### src/rtl/vrf_wb_arbiter.sv
`default_nettype none
// ============================================================================
// Module   : vrf_wb_arbiter
// Brief    : Two-requester arbiter feeding one vector register-file writeback
//            port through a single output stage with alignment checking.
//            Define VRF_WB_RR_EN for round-robin ties (default: A wins ties).
// Revision : 1.0
// ============================================================================
module vrf_wb_arbiter #(
    parameter int SEL_W   = 5,
    parameter int VLMUL_W = 3,
    parameter int DATA_W  = 256
) (
    input  logic               clk,
    input  logic               reset,

    input  logic               a_valid,
    output logic               a_ready,
    input  logic [SEL_W-1:0]   a_sel,
    input  logic [VLMUL_W-1:0] a_vlmul,
    input  logic [DATA_W-1:0]  a_data,

    input  logic               b_valid,
    output logic               b_ready,
    input  logic [SEL_W-1:0]   b_sel,
    input  logic [VLMUL_W-1:0] b_vlmul,
    input  logic [DATA_W-1:0]  b_data,

    output logic [SEL_W-1:0]   wb_sel,
    output logic [VLMUL_W-1:0] wb_vlmul,
    output logic [DATA_W-1:0]  wb_in,
    output logic               wb_load,
    input  logic               wb_stall,

    output logic               err_misalign,
    output logic               last_grant
);

    // Register group base must be aligned to the group size 1/2/4/8;
    // vlmul codes 4..7 are reserved and never legal.
    function automatic logic f_legal(input logic [SEL_W-1:0]   sel,
                                     input logic [VLMUL_W-1:0] vlmul);
        logic [SEL_W-1:0] mask;
        logic             ok;
        mask = '0;
        ok   = 1'b1;
        case (vlmul)
            3'd0:    mask = 5'b00000;
            3'd1:    mask = 5'b00001;
            3'd2:    mask = 5'b00011;
            3'd3:    mask = 5'b00111;
            default: ok   = 1'b0;
        endcase
        return ok && ((sel & mask) == '0);
    endfunction

    logic               r_out_valid;
    logic [SEL_W-1:0]   r_out_sel;
    logic [VLMUL_W-1:0] r_out_vlmul;
    logic [DATA_W-1:0]  r_out_data;
    logic               r_err;
    logic               r_last_grant;

    logic               w_can_accept;
    logic               w_grant_a;
    logic               w_grant_b;
    logic               w_xfer_a;
    logic               w_xfer_b;
    logic               w_xfer;
    logic [SEL_W-1:0]   w_win_sel;
    logic [VLMUL_W-1:0] w_win_vlmul;
    logic [DATA_W-1:0]  w_win_data;
    logic               w_win_legal;
    logic               w_load_new;

    always_comb begin
        w_grant_a = 1'b0;
        w_grant_b = 1'b0;
        if (a_valid && b_valid) begin
`ifdef VRF_WB_RR_EN
            // The requester that did not win last time takes the tie.
            if (r_last_grant) w_grant_a = 1'b1;
            else              w_grant_b = 1'b1;
`else
            w_grant_a = 1'b1;
`endif
        end else if (a_valid) begin
            w_grant_a = 1'b1;
        end else if (b_valid) begin
            w_grant_b = 1'b1;
        end
    end

    assign w_can_accept = ~r_out_valid | ~wb_stall;

    // Ready is gated by reset so it drops the instant reset asserts.
    assign a_ready = reset & w_can_accept & w_grant_a;
    assign b_ready = reset & w_can_accept & w_grant_b;

    assign w_xfer_a = a_valid & a_ready;
    assign w_xfer_b = b_valid & b_ready;
    assign w_xfer   = w_xfer_a | w_xfer_b;

    assign w_win_sel   = w_xfer_b ? b_sel   : a_sel;
    assign w_win_vlmul = w_xfer_b ? b_vlmul : a_vlmul;
    assign w_win_data  = w_xfer_b ? b_data  : a_data;
    assign w_win_legal = f_legal(w_win_sel, w_win_vlmul);
    assign w_load_new  = w_xfer & w_win_legal;

    assign wb_load      = r_out_valid & ~wb_stall;
    assign wb_sel       = r_out_sel;
    assign wb_vlmul     = r_out_vlmul;
    assign wb_in        = r_out_data;
    assign err_misalign = r_err;
    assign last_grant   = r_last_grant;

    always_ff @(posedge clk or negedge reset) begin
        if (!reset) begin
            r_out_valid  <= 1'b0;
            r_out_sel    <= '0;
            r_out_vlmul  <= '0;
            r_out_data   <= '0;
            r_err        <= 1'b0;
            r_last_grant <= 1'b1;
        end else begin
            // A new entry may overwrite the one being drained this cycle.
            if (w_load_new) begin
                r_out_valid <= 1'b1;
                r_out_sel   <= w_win_sel;
                r_out_vlmul <= w_win_vlmul;
                r_out_data  <= w_win_data;
            end else if (wb_load) begin
                r_out_valid <= 1'b0;
            end
            r_err <= w_xfer & ~w_win_legal;
            if (w_xfer) begin
                r_last_grant <= w_xfer_b;
            end
        end
    end

endmodule
`default_nettype wire

### config.mk
export PLATFORM = sky130hd
export DESIGN_NAME = vrf_wb_arbiter
export DESIGN_NICKNAME = d
export VERILOG_FILES = /design/src/rtl/vrf_wb_arbiter.sv
export SDC_FILE = /design/constraint.sdc
export NUM_CORES = 1
export LEC_CHECK = 0
export CORE_AREA = 5 5 312 314
export CTS_CLUSTER_SIZE = 40
export DETAILED_ROUTE_END_ITERATION = 16
export DIE_AREA = 0 0 317 319
export PLACE_DENSITY = 0.33
export SLEW_MARGIN = 20
export SYNTH_ARGS = -nofsm -noshare
export SYNTH_HDL_FRONTEND = slang
export SYNTH_SLANG_ARGS = --single-unit
export TNS_END_PERCENT = 30
### constraint.sdc
create_clock -name clk -period 2.22 [get_ports clk]
set_input_delay 0.444 -clock clk [delete_from_list [all_inputs] [get_ports clk]]
set_output_delay 0.444 -clock clk [all_outputs]
set_load 0.03 [all_outputs]
==> results summary, run 1 <==
Net switching is 36.6% of the power. The via count of the first global-routing pass is 13,500. The worst-case reg-to-reg path depth is 10. The post-detailed-route DRC marker count came out at 0. The cell family contributing the most delay on the critical path is buffers and inverters. The TritonCTS clock tree is done. The area of the multi-input gates is 4420 sq um. Setup violations remaining at the end of the flow were counted as 0. The worst setup path is captured at an output port.

At the pin with the least slew margin, the transition time is 1.01 ns. The detail route stage leaves a number of antenna-violating nets equal to 0. The register bit total from synthesis is 267. In this run the critical register-to-register path is captured at wb_in[141]$_DFFE_PN0P_. The critical path in this run is classified as reg2out. The fraction of the yosys area taken by sequential cells came out at 57.5%. The post-synthesis cell count came out at 928. The sequential cells in the finished layout cover a total of 6680 sq um.

Detailed placement finished with a half-perimeter wire length of 52,800 um. STA classifies the critical path startpoint as a flop. The shortest clock period the worst path allows after layout is 2.19 ns.

The die height came out at 319 um. The final wirelength came out at 66,300 um. In this run the critical register-to-register path is launched from r_out_valid$_DFFE_PN0P_. The power density normalized to cell area came out at 983 nW/um^2. The via total after detailed routing is 12,000. In this run the standard cell core region covers 94,300 sq um. Among all flip-flop cells after synthesis, the most frequent one is dfrtp_1. Of all nets on the critical path, the largest fanout is 8. The worst path uses 98.5% of the clock period.

The clock net in this run drives a total of 267 sinks. In this run the worst hold path is classified as in2async. The first-pass iteration count of the detailed router is 4.

Cell internal power was estimated by the tool at 0.0145 W. The slowest stage of the critical path belongs to the cell dfrtp_1. In this design, the critical path's most frequently occurring cell is buf_4. The layout filler cell count is 10,100. The total I/O pin count is 802. The share of power burned in combinational logic is 43.7%. Measured on the finished design, the core utilization comes to 24.7%. Entering global routing, the biggest net connects 139 pins. The switching power is 0.00838 W. The Yosys warning count came out at 0. After detailed routing, the number of vias per cell comes to 3.88.

The number of buffers on the longest clock path is 3. The count of buffers added on input and output ports is 801. The signal on the critical path passes through a21boi_1 -> buf_4 -> nand3b_4 -> inv_4 -> buf_4 -> buf_12.

The first global-routing pass estimated 92,900 um of wire. The highest achievable clock rate came out at 0.457 GHz. The sequential group share of total power is 31.2%. The library cell occupying the most area in the post-synthesis netlist is dfrtp_1. The number of hold violations in the final report came out at 0. The setup slack after placement came out at -0.435 ns. The worst slew margin relative to its limit came out at 32.4%.

For this run, the total global-route usage over all layers was measured as 12.2%. The number of different library cells in the post-synthesis netlist is 23. The last weighted congestion value of the routability-driven placer is 0.830. The later-pin clock latency in the skew report came out at 0.53 ns.

The horizontal extent of the die is 317 um. The post-synthesis instance area came out at 11,600 sq um. The peak ir drop on the vdd network is 0.346 mV. The number of nets in the finished design came out at 2,335.

The count of placed standard cells including taps is 3,026. The portion of total power attributed to the clock network came out at 25.1%. The final global-route overflow total is 0.

The number of rows in the core area came out at 113. The area of all placed cells without fillers came out at 23,300 sq um. The reg2reg setup slack came out at 0.12 ns. The synthesized area per cell is 12.5 sq um. The net count of the mapped netlist came out at 1,461. The post-synthesis to final-layout area growth came out at 101%. In the post-route analysis, the smallest setup slack over all paths is 0.0329 ns. The leakage power came out at 8.92 nW. In the post-synthesis netlist, the biggest area contributors are dfrtp_1, a2bb2oi_1, o22ai_1.

In this run the clock root is driven by a clkbuf_16. The proportion of register bits with asynchronous set or reset after synthesis is 100%. The detail-routed net length per standard cell came out at 21.5 um. The number of clock buffers added by TritonCTS is 36. The number of antenna violations at the first check in global routing came to 3. The placed standard-cell area is 22,100 sq um. The worst endpoint required time is 1.78 ns. The maximum cell stage delay along the critical path came out at 0.38 ns. The initial utilization of the core area, before any placement, comes to 12.3%.

The detailed router finished its first iteration with 309 violations. The final-report max-slew violation count came to 0. In this run the biggest area consumer among cell types represents 57.3% of the synthesized area. The worst path buffer plus inverter count is 4. Across the run, the number of max-cap violations was 0. The worst path arrival time is 1.74 ns. The die outline area came out at 101,000 sq um. On the final layout, the worst clock skew is 0.0124 ns. The fraction of final layout cells sized beyond drive strength 1 is 14.5%. The synthesized design contains 0 enable-type register cells.

The number of standard cells in the layout, taps in and fillers out came out at 3,088. The run finished with clean final reports. Setup repair after global routing could not meet its margin everywhere. The number of H-tree branching levels came out at 2. The clock slew seen by the registers of the worst setup and hold paths came out at 0.06 ns.
[stage by stage]
stage          setup TNS [ns]  power, W  hold WS (ns)
2_1_floorplan               0    0.0119         0.148
3_3_place_gp           -47.17    0.0174         0.451
3_5_place_dp           -50.50    0.0174         0.454
4_1_cts               -0.0684    0.0235         0.152
5_1_grt                -0.118    0.0240         0.163
6_report                    0    0.0229        0.0951
[flip-flops by register name, indices dropped and copies added (netlist names)]
signal,cells
wb_sel,5
wb_vlmul,3
last_grant,1
r_out_valid,1
err_misalign,1
wb_in,256
[placed cells by master (no fill, tap or decap), drive strengths merged]
cell type      instances
buf                  157
o2bb2a                 1
clkbuf                54
dlygate4sd2            2
clkdlybuf4s50        792
nand2                  3
o21a                   2
a211o                  2
nor2                   1
mux2                   6
dfstp                  1
clkinv                 3
mux2i                  1
a2bb2oi              259
nor2b                  2
bufinv                 1
o22ai                261
dfrtp                266
nand3b                 1
a21boi                 1
o21ai                  1
inv                    2
diode                  1
a21o                   3
[cells in the mapped netlist, drive strengths merged, types with 2 or more instances]
| cell type | n |
|---|---|
| buf | 60 |
| nor2b | 2 |
| nand2 | 3 |
| mux2 | 6 |
| clkbuf | 55 |
| a21o | 3 |
| o21a | 2 |
| dfrtp | 266 |
| inv | 2 |
| a211o | 2 |
| o22ai | 261 |
| a2bb2oi | 259 |
[logic make-up after synthesis]
kind of cell / Yosys count / share of synthesized area, %
compound gates: 530 / 36.5
buf+inv: 117 / 4.90
simple gates: 7 / 0.334
mux: 7 / 0.775
flops: 267 / 57.5
[power by group through the flow]
stage | Sequential (W) | Clock, W | Combinational (W)
finish | 0.00714 | 0.00575 | 0.0100
CTS | 0.00718 | 0.00607 | 0.0102
global route | 0.00735 | 0.00621 | 0.0105
detailed placement | 0.00721 | 0 | 0.0102
global placement | 0.00723 | 0 | 0.0102
floorplan | 0.00995 | 0 | 0.00195
[what timing repair did]
item / 4_1_cts / 5_1_grt
endpoints found under the setup margin: 4 / 5
pin swaps: 1 / 0
resized for setup: 6 / 3
endpoints found under the hold margin: 0 / 0
setup buffers: 3 / 0
hold buffers: 0 / 0
[worst register-to-register path: stages, from the launching register on]
cell and delay [ns]:
dfrtp_1 0.38, a21boi_1 0.12, buf_4 0.14, buf_4 0.13
nand2_8 0.09, buf_12 0.15, buf_4 0.15, buf_4 0.20
buf_4 0.21, o22ai_1 0.28, a2bb2oi_1 0.12
[cell type report]
type	count	share of cell area [%]
clock inverters	4	0.193
repair buffers	951	40.6
diodes	1	0.0107
flip-flops and latches	267	28.7
well taps	1265	6.79
clock buffers	54	4.76
inverters	2	0.0429
multi-input cells	544	18.9
[per-layer routing]
layer | global-route usage [%] | wire length (um) | vias up
li1 | - | - | 5563
met1 | 13.6 | 24700 | 5860
met2 | 22.8 | 34500 | 490
met3 | 3.58 | 5480 | 78
met4 | 3.00 | 1530 | 2
met5 | 0 | 13 | -
[worst max path at each step]
| stage | startpoint | to | depth (start not counted) | slack, ns |
|---|---|---|---|---|
| after CTS | r_out_valid$_DFFE_PN0P_ | b_ready | 6 | -0.05 |
| after global placement | wb_stall | wb_in[226]$_DFFE_PN0P_ | 10 | -0.43 |
| after detailed placement | wb_stall | wb_in[226]$_DFFE_PN0P_ | 10 | -0.44 |
| after floorplan | reset | a_ready | 6 | 0.26 |
| final | r_out_valid$_DFFE_PN0P_ | b_ready | 6 | 0.03 |
| after global routing | r_out_valid$_DFFE_PN0P_ | b_ready | 6 | -0.06 |
Power figures use the tool's default switching activity.
==> run 2, diff against run 1 <==
- clock period: 2.22 -> 2.5 ns (I/O delays scaled with it)
==> run 2 against run 1 <==
Clock skew is 0.0042 ns higher. Critical path type is now in2out. Register-to-register slack better by 0.33 ns. Setup slack better by 0.049 ns.
==> results summary, run 2 (same netlist as run 1, synthesis figures left out) <==
The flow ran to the end, and the final reports show no timing, DRC or antenna violations. The number of buffers on the longest clock path is 3. The hold slack is 0.00385 ns. The transition time at the pin with the least slew margin is 1.01 ns. The final global-route overflow total is 0.

The register with the most flip-flops in the layout has 256 of them. The total routing resource utilization after global routing is 12.2%. The die is 319 um tall.

In this run the standard cell core region covers 94,300 sq um. For this design, the CTS-stage hold fixing added 0 buffers. For met3 alone, demand over resource in global routing was 3.78%. After clock tree synthesis, the clock-pin slew on the worst setup and hold paths is 0.05 ns. The shortest clock period the worst path allows after layout is 2.42 ns. The peak ir drop on the vdd network is 0.383 mV. The total clock sinks came out at 267. The leakage power is 8.85 nW. The fraction of final layout cells sized beyond drive strength 1 came out at 13.1%. At the later pin of the worst-skew pair, clock insertion delay measures 0.53 ns.

802 I/O pins were placed. The area of all placed cells without fillers came out at 23,200 sq um. For the worst setup path, the data arrival time is 1.92 ns. The final-report max-slew violation count came out at 0. In this run the core area contains 113 standard-cell rows. The maximum fanout along the worst path came out at 17.

The setup slack after layout is 0.0816 ns. The global-route wire length before repair came out at 92,600 um. The final cell utilization of the core came out at 24.6%.

The initial core utilization is 12.3%. STA classifies the critical path endpoint as an output port. Leaving out fill and tap cells, the most frequent cell in the layout is clkdlybuf4s50_1. The first-pass iteration count of the detailed router is 4. The tree is rooted in a clkbuf_16. After filler insertion, the fill cell instance count of the layout stands at 10,100.

The setup slack after placement is -0.146 ns. The highest achievable clock rate is 0.414 GHz. The total setup buffers inserted after CTS came out at 0. The horizontal extent of the die came out at 317 um. After clock tree synthesis, the repair step resized 0 gates. The worst endpoint required time is 2.00 ns. On the final layout, the worst clock skew is 0.0166 ns. The HPWL after detailed placement is 52,500 um. Summing over every cut layer, the via total after detailed routing is 11,900.

TritonCTS built the clock tree. The final wirelength is 66,200 um. The die outline area came out at 101,000 sq um. STA classifies the critical path startpoint as an input pin.

The post-detailed-route DRC marker count came out at 0. The top cell types in the final layout, fill and taps aside, are clkdlybuf4s50_1, dfrtp_1, o22ai_1, a2bb2oi_1, buf_4. The last weighted congestion value of the routability-driven placer is 0.836.

The routed via count divided by cell count is 3.87. The reported max-cap violation count came out at 0. After detailed routing, the average wire length per cell comes to 21.5 um. The count of input and output buffers is 801.

The worst hold path belongs to the class in2async. The number of DRC markers in iteration 0 came out at 351. Summing all placed instances gives a cell area of 22,100 sq um. The number of hold violations in the final report is 0. The number of nets in the finished design came out at 2,319. The number of antenna violations at the first check in global routing is 3. The number of routed nets with antenna violations is 0. The period utilization is 96.7%.

Setup repair after global routing left no endpoint under its margin. The power density normalized to cell area came out at 876 nW/um^2. For met2 alone, demand over resource in global routing was 22.7%. The number of H-tree branching levels is 2.

The global routing stage identified its most utilized layer as met2. The worst setup path is of the in2out kind. The met1 demand-to-capacity share in global routing is 13.4%.

Measured against its own limit, the worst slew margin works out to 32.5%. Entering global routing, the biggest net connects 140 pins. The via count of the first global-routing pass was 13,400. The post-synthesis to final-layout area growth came out at 99.8%. The number of CTS-inserted buffers came out at 37. The setup violation total in the final timing report is 0.
-- run 2: cell count changes in the layout (fill, tap and decap cells not counted), sizes merged --
cell,change
buf,-21
clkdlybuf4s50,+6
dlygate4sd2,-2
bufinv,+1
clkbuf,-1
clkinv,+1
clkinvlp,+1
diode,+1
-- run 2: worst paths after layout --
path	startpoint	end	slack, ns	cells past startpoint
worst max-delay path	wb_stall	a_ready	0.08	8
worst min-delay path	reset	wb_in[214]$_DFFE_PN0P_	0.004	2
worst max register to register	r_out_valid$_DFFE_PN0P_	wb_in[226]$_DFFE_PN0P_	0.45	8
worst min register to register	last_grant$_DFFE_PN1P_	last_grant$_DFFE_PN1P_	0.46	2
max in group asynchronous	reset	wb_in[98]$_DFFE_PN0P_	1.60	2
min in group clk	last_grant$_DFFE_PN1P_	last_grant$_DFFE_PN1P_	0.46	2
-- run 2: stage by stage --
step	instances	setup TNS (ns)	total power (W)
2_1_floorplan	928	0	0.0106
3_3_place_gp	3012	-0.492	0.0155
3_5_place_dp	3012	-1.80	0.0154
4_1_cts	3072	0	0.0208
5_1_grt	3074	0	0.0213
6_report	3074	0	0.0203
-- run 2: routing by layer --
metal	vias up	wire length [um]
met4	2	1670
met5	-	12
met1	5813	24300
li1	5531	-
met2	482	34500
met3	69	5740
-- run 2: final cells by class --
cell class	count	area (sq um)	share of cell area, %
Timing Repair Buffer	934	9400	40.5
Sequential cell	267	6680	28.8
Multi-Input combinational cell	544	4390	18.9
Tap cell	1265	1580	6.82
Clock buffer	53	1050	4.51
Clock inverter	7	91.3	0.394
Inverter	2	7.51	0.0323
Antenna cell	2	5.00	0.0216
-- run 2: where the power goes --
part | internal [W] | switching [W]
registers | 0.00558 | 0.000785
logic | 0.00419 | 0.00468
clock network | 0.00309 | 0.00200
total | 0.0129 | 0.00747
-- run 2: worst max-delay path, cell delays in order --
cell	delay (ns)
clkdlybuf4s50_1	0.48
a21boi_1	0.07
buf_4	0.14
buf_4	0.14
nand2_4	0.15
buf_12	0.20
inv_1	0.05
buf_4	0.16
==> variant 1 (settings of run 1) <==
The parameter `DATA_W` goes from 256 to 128.
--- a/src/rtl/vrf_wb_arbiter.sv
+++ b/src/rtl/vrf_wb_arbiter.sv
@@ -9,7 +9,7 @@
 module vrf_wb_arbiter #(
     parameter int SEL_W   = 5,
     parameter int VLMUL_W = 3,
-    parameter int DATA_W  = 256
+    parameter int DATA_W  = 128
 ) (
     input  logic               clk,
     input  logic               reset,
Ports: changed (resized a_data, b_data and wb_in); port bits go from 802 to 418. No check against the original RTL was run, so the function may have changed too.
==> variant 1 against run 1 <==
Cell area is 41% lower; setup slack better by 110 ps; clock skew is 2.3 ps lower; sequential power is 46% lower; synthesized area is 41% lower; critical path depth is 1 lower; largest cell class unchanged; utilization is 10 points lower; total power is 46% lower; sequential cell count is 128 lower; combinational power is 45% lower; wire length is 49% lower.
==> variant 1: results <==
[critical_path]
critPathTopFamily = "flip-flops"
cp_max_fo = 39
critPathMaxStageDelay_ps = 420
worstPathArrival_ps = 1630
r2r_slack_ps = 320

[clock_network]
clk_latency_ps = 470
htree_levels = 4

[outcome]
outcome = "complete, no violations"

[layout]
drive_above_1_share_pct = 26.4
nNetsFinal = 1219
finalNonFillerCells = 2219

[synthesis]
synth_nets = 764
synth_cells = 487
synth_common_cells = "138 x dfrtp_1, 132 x o22ai_1, 129 x a2bb2oi_2"
ys_types = 25
yosys-top-cells-area = "dfrtp_1 50%, a2bb2oi_2 28%, o22ai_1 12%"

[grt]
grt_pass1_wl_um = 48800
grtUsageTotal_pct = 6.57
globalRouteMet3Util_pct = 3.46
grtUsageMet1_pct = 7.40
grt_use_met2_pct = 10.8
grt_pass1_vias = 7202

[sta]
worstMarginPinSlew_ps = 537
finalWorstSetupSlack_ps = 142
finClkSkew_ps = 10.0

[worst_hold_path]
hold_class = "reg2reg"

[drt]
vias = 6249
drtIter0Drc = 169
wl_met3_um = 3950
wirelength_um = 33500

[placed_design]
dp_hpwl_um = 26700
portBuffers = 417
place.gp.congestion = 0.717
place_ws_ps = -305

[power_and_ir_drop]
leakage_nw = 4.84
variant 1: cell types whose count changed after synthesis, sizes merged:
cell     before  now
o22ai       261  133
a2bb2oi     259  131
buf          60   34
dfrtp       266  138
clkbuf       55   24
variant 1: cell type report:
cell class	count	area, sq um
clock buffer	21	460
clock inverter	10	119
fill	10600	80600
inverter	2	7.51
multi-input combinational	288	3040
sequential	139	3480
tap	1265	1580
timing repair buffer	494	5030
variant 1: logic make-up after synthesis:
kind of cell	share of synthesized area, %
compound gates	41.9
buf+inv	5.42
flops	50.7
mux	1.31
simple gates	0.602
variant 1: what timing repair did:
action,4_1_cts,5_1_grt
setup buffers,1,0
pin swaps,2,2
hold endpoints to repair,20,0
setup endpoints to repair,3,2
gates resized for setup,7,0
hold buffers,1,0
variant 1: power by group through the flow:
stage | Clock [mW] | Combinational (mW) | Sequential (mW)
after CTS | 3.19 | 5.63 | 3.85
after global placement | 0 | 5.62 | 3.86
after global routing | 3.24 | 5.82 | 3.93
final | 2.96 | 5.51 | 3.83
after floorplan | 0 | 1.41 | 5.26
after detailed placement | 0 | 5.62 | 3.89
variant 1: worst register-to-register path, cell delays in order (launching register included):
cell and delay [ps]:
dfrtp_1 420, a21boi_4 210, nand3b_4 120, buf_4 180, buf_4 190, buf_12 180, o22ai_1 390, a2bb2oi_2 90
variant 1: path summary, 6_finish.rpt:
kind                                  start    endpoint  cells after the start
worst min-delay path             last_grant  last_grant                      2
worst min register to register   last_grant  last_grant                      2
worst max register to register  r_out_valid   wb_in[22]                      7
max in group asynchronous             reset  last_grant                      4
min in group asynchronous             reset   wb_in[22]                      3
worst max-delay path            r_out_valid     b_ready                      5
==> variant 2 (config.mk and constraints of run 1) <==
Made on the original files. The output `err_misalign` loses its register stage (`r_err` becomes a continuous assignment).
--- a/src/rtl/vrf_wb_arbiter.sv
+++ b/src/rtl/vrf_wb_arbiter.sv
@@ -120,7 +120,6 @@
             r_out_sel    <= '0;
             r_out_vlmul  <= '0;
             r_out_data   <= '0;
-            r_err        <= 1'b0;
             r_last_grant <= 1'b1;
         end else begin
             // A new entry may overwrite the one being drained this cycle.
@@ -132,13 +131,14 @@
             end else if (wb_load) begin
                 r_out_valid <= 1'b0;
             end
-            r_err <= w_xfer & ~w_win_legal;
             if (w_xfer) begin
                 r_last_grant <= w_xfer_b;
             end
         end
     end
 
+    assign r_err = w_xfer & ~w_win_legal;
+
 endmodule
 `default_nettype wire
 
Function: changed (a bounded check fails within 4 cycles, from zero or initial values and one cycle with reset low).
==> variant 2 against run 1 <==
The run now ends with setup timing left; largest power group unchanged; synthesized cell count is 0.11% lower; clock power is 7.5% higher; sequential share of layout area is 0.10 points higher; setup slack worse by 370 ps; largest cell class unchanged; cell area is 0.72% lower; register-to-register slack worse by 20 ps; final cell count is 1.2% lower; non-clock buffer count is 43 lower; wire length is 1.5% higher; total power is 1.6% higher; sequential cell count is 1 lower; synthesized area is 0.22% lower.
==> variant 2: results <==
[sta]
worstMarginPinSlew_ps = 900
fin_setup_tns_ps = -495
finalWorstSetupSlack_ps = -340
setup_viol = 3
finClkSkew_ps = 12.4

[critical_path]
r2r_start = "r_out_valid"
critPathMaxStageDelay_ps = 500
worstSetupStartpoint = "b_vlmul[1]"
cp-start-kind = "input port"
slowest_stage = "clkdlybuf4s50_1"
worstPathArrival_ps = 2120

[synthesis]
synth_common_cells = "265 x dfrtp_1, 260 x o22ai_1, 219 x a2bb2oi_1"
yosys-top-cells-area = "dfrtp_1 57%, a2bb2oi_1 17%, o22ai_1 14%"
yosysSeqAreaShare_pct = 57.4
synth_cells = 927
synth_nets = 1460

[outcome]
outcome = "finished, violations left"
violations = "setup timing"

[placed_design]
place.gp.congestion = 0.814
placedCellCount = 2983
place_ws_ps = -574
dp_hpwl_um = 53100
placement.cell_area_sq_mm = 0.0218

[layout]
drive_above_1_share_pct = 12.4
largest_reg_flops = 256
fill_cells = 10100
nNetsFinal = 2293
finalNonFillerCells = 3052

[clock_network]
cts.root.buffer_cell = "clkbuf_16"
numCtsBuffers = 38

[grt]
grt_max_degree = 141
grt_pass1_vias = 13300
grtUsageTotal_pct = 12.5
grt_pass1_wl_um = 94500

[drt]
firstDrtPassIters = 4
drt-met1-wl_um = 24900
drtIter0Drc = 317
wl_met3_um = 5580
vias_per_cell = 3.89
wl_met2_um = 34300
drt-wirelength-per-cell_um = 22.0

[power_and_ir_drop]
power_frac_seq_pct = 30.5
peakVddDrop_mv = 0.467
power_switching_share_pct = 36.3
pwr-share-comb_pct = 42.9
leakage_nw = 8.77
-- variant 2: changes by cell type after synthesis --
cell / change
dfrtp_1: -1
-- variant 2: worst paths after layout --
path | to | slack [ps] | cells past startpoint
setup / recovery | err_misalign | -340 | 7
hold / removal | r_out_valid | 10 | 3
setup reg to reg | wb_in[132] | 100 | 9
hold reg to reg | last_grant | 460 | 2
max in group asynchronous | wb_in[184] | 1370 | 3
min in group clk | r_out_valid | 450 | 3
-- variant 2: worst reg2reg max path, cell delays in order (launching register included) --
cell and delay, ps:
dfrtp_1 390, a21boi_2 130, buf_4 130, buf_4 130, nand2_8 100, buf_12 210, buf_4 250, o22ai_1 420
buf_4 200, a2bb2oi_1 50
-- variant 2: cell type report --
| cell class | instances | area [sq um] | share of cell area [%] |
|---|---|---|---|
| diodes | 2 | 5.00 | 0.0216 |
| clock buffers | 60 | 1190 | 5.13 |
| clock inverters | 5 | 77.6 | 0.335 |
| multi-input cells | 544 | 4410 | 19.0 |
| inverters | 2 | 20.0 | 0.0865 |
| repair buffers | 908 | 9200 | 39.8 |
| flip-flops and latches | 266 | 6660 | 28.8 |
| well taps | 1265 | 1580 | 6.84 |
-- variant 2: what timing repair did --
item	4_1_cts	5_1_grt
setup buffers	2	0
setup endpoints to repair	6	3
resized for setup	15	1
pin swaps	1	0
-- variant 2: cells by family (layout without fill, tap and decap cells) --
family                 Yosys count  after routing  synth area share, %
flip-flops                     266            266                 57.4
buffers and inverters          117            975                 4.91
AO/OA/AOI/OAI                  530            530                 36.5
AND/OR/NAND/NOR                  7              7                0.335
multiplexers                     7              7                0.777
other                            0              2                    0
-- variant 2: per-layer routing --
metal | vias to the layer above | track usage (%)
met4 | 2 | 4.61
met1 | 5796 | 13.8
met3 | 98 | 3.70
li1 | 5482 | -
met2 | 492 | 22.6
met5 | - | 0
